**config.mk**
```make
export PLATFORM = sky130hd
export DESIGN_NAME = alu_instr_decoder
export DESIGN_NICKNAME = d
export VERILOG_FILES = /design/src/rtl/alu_pkg.sv /design/src/rtl/alu_op_lut.sv /design/src/rtl/alu_instr_decoder.sv
export SDC_FILE = /design/constraint.sdc
export NUM_CORES = 1
export LEC_CHECK = 0
export ABC_CLOCK_PERIOD_IN_PS = 3350
export CAP_MARGIN = 10
export CORE_MARGIN = 2
export CORE_UTILIZATION = 55
export CTS_CLUSTER_DIAMETER = 120
export CTS_CLUSTER_SIZE = 8
export DETAILED_ROUTE_END_ITERATION = 10
export DONT_BUFFER_PORTS = 1
export PLACE_DENSITY = 0.7
export SLEW_MARGIN = 10
export SYNTH_ARGS = -nofsm -noshare
export SYNTH_HDL_FRONTEND = slang
export SYNTH_SLANG_ARGS = --single-unit
```
**constraint.sdc**
```tcl
create_clock -name clk -period 3.35 [get_ports clk]
set_clock_uncertainty 0.2 [all_clocks]
set_input_delay 0.1675 -clock clk [delete_from_list [all_inputs] [get_ports clk]]
set_output_delay 0.1675 -clock clk [all_outputs]
set_load 0.01 [all_outputs]
```
**src/rtl/alu_pkg.sv**
```systemverilog
// Shared types and constants for the ALU instruction decoder: opcodes,
// the packed ALU control word, its per-opcode values and operand counts.
package alu_pkg;

    typedef enum logic [3:0] {
        OP_PASS  = 4'd0,
        OP_ADD   = 4'd1,
        OP_SUB   = 4'd2,
        OP_MUL   = 4'd3,
        OP_SQR   = 4'd4,
        OP_DOT   = 4'd5,
        OP_CROSS = 4'd6
    } alu_op_e;

    typedef struct packed {
        logic       pre_x_en;
        logic       pre_x_sub;
        logic       mul_x_en;
        logic [2:0] mul_x_sel;
        logic       pre_y_en;
        logic       pre_y_sub;
        logic       mul_y_en;
        logic [2:0] mul_y_sel;
        logic       post_en;
        logic       post_sub;
        logic       post_sel;
    } alu_ctrl_t;

    typedef enum logic [1:0] {
        S_IDLE  = 2'd0,
        S_LOAD  = 2'd1,
        S_ISSUE = 2'd2
    } dec_state_e;

    localparam alu_ctrl_t CTRL_PASS  = 15'h0000;
    localparam alu_ctrl_t CTRL_ADD   = 15'h5961;
    localparam alu_ctrl_t CTRL_SUB   = 15'h79E1;
    localparam alu_ctrl_t CTRL_MUL   = 15'h1248;
    localparam alu_ctrl_t CTRL_SQR   = 15'h1450;
    localparam alu_ctrl_t CTRL_DOT   = 15'h124C;
    localparam alu_ctrl_t CTRL_CROSS = 15'h165E;

    localparam logic [2:0] CNT_PASS  = 3'd0;
    localparam logic [2:0] CNT_ADD   = 3'd4;
    localparam logic [2:0] CNT_SUB   = 3'd4;
    localparam logic [2:0] CNT_MUL   = 3'd4;
    localparam logic [2:0] CNT_SQR   = 3'd2;
    localparam logic [2:0] CNT_DOT   = 3'd4;
    localparam logic [2:0] CNT_CROSS = 3'd4;

endpackage

```
**src/rtl/alu_op_lut.sv**
```systemverilog
// Combinational opcode lookup: control word, operand count and legality.
module alu_op_lut
    import alu_pkg::*;
(
    input  logic [3:0] opcode_i,
    output alu_ctrl_t  ctrl_o,
    output logic [2:0] cnt_o,
    output logic       legal_o
);

    always_comb begin
        ctrl_o  = CTRL_PASS;
        cnt_o   = CNT_PASS;
        legal_o = 1'b1;
        case (opcode_i)
            OP_PASS:  begin ctrl_o = CTRL_PASS;  cnt_o = CNT_PASS;  end
            OP_ADD:   begin ctrl_o = CTRL_ADD;   cnt_o = CNT_ADD;   end
            OP_SUB:   begin ctrl_o = CTRL_SUB;   cnt_o = CNT_SUB;   end
            OP_MUL:   begin ctrl_o = CTRL_MUL;   cnt_o = CNT_MUL;   end
            OP_SQR:   begin ctrl_o = CTRL_SQR;   cnt_o = CNT_SQR;   end
            OP_DOT:   begin ctrl_o = CTRL_DOT;   cnt_o = CNT_DOT;   end
            OP_CROSS: begin ctrl_o = CTRL_CROSS; cnt_o = CNT_CROSS; end
            default:  legal_o = 1'b0;
        endcase
    end

endmodule

```
**src/rtl/alu_instr_decoder.sv**
```systemverilog
// Byte-stream instruction decoder: collects an opcode plus operand bytes and
// presents one decoded operation to the ALU through a valid/ready handshake.
module alu_instr_decoder
    import alu_pkg::*;
(
    input  logic        clk,
    input  logic        rst,
    input  logic        in_valid,
    output logic        in_ready,
    input  logic [7:0]  in_data,
    output logic        out_valid,
    input  logic        out_ready,
    output logic [14:0] out_ctrl,
    output logic [7:0]  out_x0,
    output logic [7:0]  out_x1,
    output logic [7:0]  out_y0,
    output logic [7:0]  out_y1,
    output logic        err
);

    dec_state_e state_q, state_d;
    logic [1:0] idx_q, idx_d;
    logic [1:0] last_q, last_d;
    alu_ctrl_t  ctrl_q, ctrl_d;
    logic       err_q, err_d;
    logic [7:0] opnd_q [4];
    logic [7:0] opnd_d [4];

    alu_ctrl_t  lut_ctrl;
    logic [2:0] lut_cnt;
    logic       lut_legal;
    logic [1:0] slot;

    alu_op_lut u_lut (
        .opcode_i (in_data[3:0]),
        .ctrl_o   (lut_ctrl),
        .cnt_o    (lut_cnt),
        .legal_o  (lut_legal)
    );

    // Two-operand ops place their second byte in y0 (slot 2), skipping x1.
    assign slot = (last_q == 2'd1) ? {idx_q[0], 1'b0} : idx_q;

    always_comb begin
        state_d = state_q;
        idx_d   = idx_q;
        last_d  = last_q;
        ctrl_d  = ctrl_q;
        err_d   = 1'b0;
        opnd_d  = opnd_q;
        case (state_q)
            S_IDLE: begin
                if (in_valid) begin
                    if (lut_legal) begin
                        ctrl_d = lut_ctrl;
                        opnd_d = '{default: 8'h00};
                        idx_d  = 2'd0;
                        last_d = 2'(lut_cnt - 3'd1);
                        state_d = (lut_cnt == 3'd0) ? S_ISSUE : S_LOAD;
                    end else begin
                        err_d = 1'b1;
                    end
                end
            end
            S_LOAD: begin
                if (in_valid) begin
                    opnd_d[slot] = in_data;
                    idx_d = idx_q + 2'd1;
                    if (idx_q == last_q) begin
                        idx_d   = 2'd0;
                        state_d = S_ISSUE;
                    end
                end
            end
            S_ISSUE: begin
                if (out_ready) begin
                    state_d = S_IDLE;
                end
            end
            default: state_d = S_IDLE;
        endcase
    end

    always_ff @(posedge clk) begin
        if (rst) begin
            state_q <= S_IDLE;
            idx_q   <= 2'd0;
            last_q  <= 2'd0;
            ctrl_q  <= CTRL_PASS;
            err_q   <= 1'b0;
        end else begin
            state_q <= state_d;
            idx_q   <= idx_d;
            last_q  <= last_d;
            ctrl_q  <= ctrl_d;
            err_q   <= err_d;
        end
    end

    generate
        for (genvar gi = 0; gi < 4; gi++) begin : g_opnd
            always_ff @(posedge clk) begin
                if (rst) begin
                    opnd_q[gi] <= 8'h00;
                end else begin
                    opnd_q[gi] <= opnd_d[gi];
                end
            end
        end
    endgenerate

    assign in_ready  = (state_q != S_ISSUE);
    assign out_valid = (state_q == S_ISSUE);
    assign out_ctrl  = ctrl_q;
    assign out_x0    = opnd_q[0];
    assign out_x1    = opnd_q[1];
    assign out_y0    = opnd_q[2];
    assign out_y1    = opnd_q[3];
    assign err       = err_q;

endmodule

```
# Yosys cells after proc, flatten, opt, wreduce, memory -nomap -nowiden
# Cells that the tools add are included.
# totals
elab_cells	77
in_bits	12
reg_bits	54
out_inout_bits	50
# classes
magnitude_cmp	2
n_addsub	2
muxes	24
bitwise	3
n_reduce_logical	11
n_eq_ne	16
# op_table
op	n
2-to-1 mux 32 bit	3
case mux 15 bit (6 select lines)	1
case mux 32 bit (2 select lines)	1
bitwise mux 32 bit	1
2-to-1 mux 2 bit	11
demux 8 bit (select 2 bit)	1
== test 4 x 3 -> 1 bit, second input constant	3
inequality test 2 bit, second input constant	5
== test 4 x 2 -> 1 bit, second input constant	2
2-to-1 mux 8 bit	1
OR reduction 7 bit	1
case mux 2 bit (3 select lines)	1
case mux 3 bit (2 select lines)	1
AND reduction 5 bit	1
OR reduction 5 bit	1
== test 2 x 1 -> 1 bit, second input constant	2
== test 4 x 1 -> 1 bit, second input constant	1
logical NOT 4 bit	1
case mux 2 bit (2 select lines)	1
AND reduction 4 bit	1
>= comparator 3 bit, second input constant	1
logical NOT 3 bit	1
less-than comparator 3 x 1 -> 1 bit, second input constant	1
NOT 2 -> 3 bit	1
other kinds (12)	14

# Longest topological paths before layout
# logic_depth
ltp_word	10
mapped_depth	6
mapped_depth_nobuf	4

# Cells and area by module
# Synthesis repeated with hierarchy kept, for this count alone.
# hier_totals
hier_cells	251
area_unflattened_um2	2331.0
# by_module_without_submodules
module	cells_per_inst	n_inst	area_each_um2	seq_area_each_um2
alu_instr_decoder	224	1	2105.8	1081.0
alu_op_lut	27	1	225.2	0.0

# Worst setup path before layout
# No wires, ideal clock.
# synth_timing
path_kind	register -> register
from	register state_q[1]
to	register ctrl_q (netlist bit out_ctrl[12])
arrival_time_ns	1.634
period_less_slack_ns	1.905
t_required_ns	3.080
setup_slack_ns	1.445
stages_incl_launch_ff	7
path_buffers	2
setup_time_ns	0.070
path_cell_list	dfxtp_1 nand2b_4 buf_6 or3_1 buf_2 or4_1 a21oi_1
# synth_between
elab_chain_len	2
# synth_rtl
item	line_no	source
from (decl)	alu_instr_decoder.sv:21	dec_state_e state_q, state_d;
from (signal assigned)	alu_instr_decoder.sv:92	state_q <= state_d;
logical NOT 2 bit	alu_instr_decoder.sv:51	case (state_q)
AND reduction 3 bit (no source line)	-	
to (signal assigned)	alu_instr_decoder.sv:95	ctrl_q <= ctrl_d;
to (decl)	alu_instr_decoder.sv:24	alu_ctrl_t ctrl_q, ctrl_d;
# Every way passes these cells.
# A chain may end at the register's enable or synchronous reset.

# Final worst setup path
# layout_timing
from	input in_data[3]
to	register ctrl_q (netlist bit out_ctrl[12])
# layout_between
elab_chain_len	4
elab_cells_between_ends	11
classes_between	eq/ne (6); mux (2); reduce/logical (3)
# layout_rtl
item	line_no	source
from (decl)	alu_instr_decoder.sv:10	input logic [7:0] in_data,
== test 4 x 1 -> 1 bit, or another cell as far along	alu_op_lut.sv:15	case (opcode_i)
OR reduction 7 bit (no source line)	-	
2-to-1 mux 1 bit	alu_op_lut.sv:15	
AND reduction 3 bit (no source line)	-	
# Several ways; a longest one is shown, not always the timed one.

==> reports/summary.md <==
The flow ran to the end, and the final reports show no timing, DRC or antenna violations. On the worst path, the slowest cell contributes a delay of 0.72 ns. For the worst setup path, the data required time is 3.46 ns. The run gives 2 as the worst-case clock buffer depth. The signed area change from the synthesized netlist to the final layout was 10.0%; the number of detailed-route iterations in the first pass was 4. In the synthesized netlist, the cells that appear most often are dfxtp_1, a22o_1, a21oi_1. The cell type with the highest occurrence count on the critical path is dlygate4sd3_1. Once the clock tree was built, the resizer swapped 0 gates to a different size. The routed length per instance was 18.4 um; the arrival time at the worst endpoint was 2.88 ns. The net count of the mapped netlist was 194; the final cycle utilization of the critical path was 0.826. The start-to-end type of the worst setup path was primary input to flop. The routed design has 4.25 mm of wire. Entering global routing, the biggest net connects 20 pins.

Kind of capture point of the worst setup path: a flop. In this run the vertical extent of the chip is 61.5 um. The wire length of the first global-routing pass was 6.66 mm; the global-route met1 utilization was 0.338. Setup slack closes at 0.584 ns.

Setup repair after global routing left no endpoint under its margin. Die span in x: 61.5 um. The congestion estimate from routability-driven global placement came to 0.866. The mapped netlist covers 1820 sq um. The H-tree was split into 2 levels. The fraction of synthesis flops using an asynchronous set or reset pin is 0. Timing analysis after detailed placement gives a worst setup slack of 1.15 ns. The placed standard-cell area came out at 1760 sq um. The tools report the maximum achievable frequency as 362 MHz. The number of cells on the worst reg-to-reg path is 5. STA classifies the critical path startpoint as a primary input. The number of antenna diodes in the final layout is 0.

The worst hold path belongs to the class primary input to flop. The tools report the worst slew margin relative to its limit as 0.327. Aggregate global-route resource usage: 0.247. The run gives 0 ns as the sum of negative setup slack. The signal on the critical path passes through dlygate4sd3_1 > a31o_4 > or3_1 > or4_1 > a21oi_1 > dlygate4sd3_1. For this run, design rule violations remaining after detail routing come to 0. dfxtp_1 takes more of the synthesized area than any other cell. For the finished layout, the period the worst path requires is 2.77 ns. In this run the count of I/O pins placed on the die edge is 62. The number of distinct standard cells referenced by the synthesized netlist was 34; the total power per unit cell area was 499 nW/um^2. TritonCTS built the clock tree.

Startpoint of the most critical setup path: in_data[3]. The total count of hold-check failures in the final report is 0, and the number of endpoints failing setup at the final stage is 0. The most frequently used flop master after synthesis is dfxtp_1.

The number of setup buffers added after CTS is 0. Following the worst setup path forward leads to its endpoint at out_ctrl[12]$_SDFFE_PP0P_. For the footprint of the multi-input gates, the log shows 766 sq um. The via count of the first global-routing pass was 1279; the met3 track demand over resource in global routing was 0.103.

The most numerous cell in the Yosys netlist is dfxtp_1. With fillers left out, the area of the finished cells amounts to 2000 sq um. For the global-route track usage on met2, the log shows 0.355.

The filler cell count in the final layout was 278; the worst setup slack for register-to-register paths was 0.80 ns. After floorplanning, the core was divided into 20 placement rows. For the via total after detailed routing, the log shows 1425. For the fraction of the yosys area taken by sequential cells, the log shows 0.506. The count of state elements after synthesis is 46, and the placed wire-length estimate is 2.79 mm. Summed over all layers, the global routing overflow is 0.

Yosys attributes the largest share of cell area to dfxtp_1, a22o_1, a21oi_1. The final max-slew violation count was 0; the number of buffers inserted by port buffering was 0. The effective utilization at floorplan is 0.587. The final layout contains 198 nets.

The worst register-to-register path begins at state_q[1]$_SDFFE_PP0P_. After the first detailed-routing iteration, the DRC count stood at 66. The clock reaches the later pin of the worst-skew pair after 0.36 ns. The run gives 46 as the number of clock sinks. The run gives 15 as the number of hold buffers added after cts. The number of buffers inserted during clock tree synthesis was 5. Power comes to 999 uW. The fraction of synthesized cell area taken by the top area cell type works out to 0.506.

The tree is rooted in a clkbuf_4. Ratio of cells with drive above 1 in the final layout: 0.0588. The number of antenna violations at the first check in global routing is 0, and the clock-pin transition on the worst setup and hold timing paths is 0.14 ns. Across the run, the number of max-cap violations was 0. The count of yosys warnings during synthesis is 0, and the synthesized instance count is 182. The post-synthesis average cell area was 10.0 sq um; the area of the die was 3790 sq um.

The global routing stage identified its most utilized layer as met2. After detailed routing, the number of vias per cell comes to 6.17. The highest-delay cell along the critical path is dlygate4sd3_1. The peak fanout along the critical path was 9. The end of the worst register-to-register path is out_ctrl[12]$_SDFFE_PP0P_. For the pin with the worst max-slew slack, the measured transition is 1.00 ns. In this run the standard cell core region covers 3100 sq um. Yosys mapped a number of flops with a built-in enable equal to 0.

Once detail routing completed, the nets flagged for antenna violations numbered 0. In this run the static leakage power is 0.000720 uW. For the sequential cell area in the final layout, the log shows 921 sq um. VDD sags by at most 0.375 mV.
==> cell usage in the layout (no fill, tap or decap), types with 2 or more instances in the layout <==
| cell | synthesis | routed |
|---|---|---|
| dfxtp_1 | 46 | 46 |
| a211oi_1 | 3 | 3 |
| nor2_1 | 10 | 10 |
| xnor2_1 | 3 | 3 |
| nor3_1 | 10 | 10 |
| a22o_1 | 32 | 32 |
| clkbuf_4 | 0 | 5 |
| nand2b_1 | 6 | 6 |
| dlygate4sd3_1 | 0 | 16 |
| nor2b_1 | 3 | 3 |
| nor4b_1 | 2 | 2 |
| a21oi_1 | 14 | 14 |
| nand2_1 | 10 | 10 |
| or3_1 | 3 | 3 |
| inv_1 | 4 | 4 |
| or4_1 | 2 | 2 |
==> worst max-delay path: cells and delay by family <==
family          cells  cell delay (ns)
compound gates      2             0.47
buf+inv             2             1.29
simple gates        2             0.95
==> power by group <==
group          internal (uW)  total, uW  switching [uW]
Clock                    162        348             186
Combinational           33.8       83.9            50.1
Sequential               555        567            12.2
==> stage by stage <==
stage                      util  cells  hold slack, ns
after floorplan               -    182          0.0932
after global placement    0.566    207          0.0395
after detailed placement  0.566    207          0.0412
after CTS                 0.642    230         0.00372
after global routing      0.646    231         0.00852
final                     0.646    231          0.0183
==> how the worst min path moves through the flow <==
stage / from / end / slack (ns) / cells past startpoint
global route: in_data[0] / err$_SDFF_PP0_ / 0.009 / 2
finish: rst / out_y1[4]$_SDFFE_PP0P_ / 0.02 / 2
CTS: in_data[2] / err$_SDFF_PP0_ / 0.004 / 2
global placement: rst / idx_q[0]$_SDFFE_PP0P_ / 0.04 / 1
floorplan: in_data[4] / out_x1[4]$_SDFFE_PP0P_ / 0.09 / 1
detailed placement: rst / out_ctrl[12]$_SDFFE_PP0P_ / 0.04 / 1
==> routing by layer <==
layer,part of all wire,vias up
met5,0,-
met4,0.0099,0
met3,0.097,6
met2,0.47,62
met1,0.43,679
li1,-,678
==> state kept, by name (all words and copies together), names as in the netlist <==
| register | count |
|---|---|
| last_q | 2 |
| out_x1 | 8 |
| out_y1 | 8 |
| out_y0 | 8 |
| idx_q | 2 |
| state_q | 2 |
| err | 1 |
| out_ctrl | 7 |
| out_x0 | 8 |
==> logic make-up (layout without fill, tap and decap cells) <==
group                     count (synthesis)  in the layout  synth area share
AOI/OAI and AO/OA                        56             56             0.240
xor gates and xnor gates                  3              3            0.0144
buffers and inverters                    23             28            0.0735
DFF                                      46             46             0.506
muxes                                     1              1           0.00550
and+or+nand+nor                          53             53             0.161
==> final cells by class <==
cell class	count	share of cell area
sequential	46	0.460
multi-input combinational	113	0.382
timing repair buffer	16	0.0800
tap	44	0.0275
clock inverter	3	0.0244
clock buffer	5	0.0187
inverter	4	0.00750
Power figures use the tool's default switching activity.
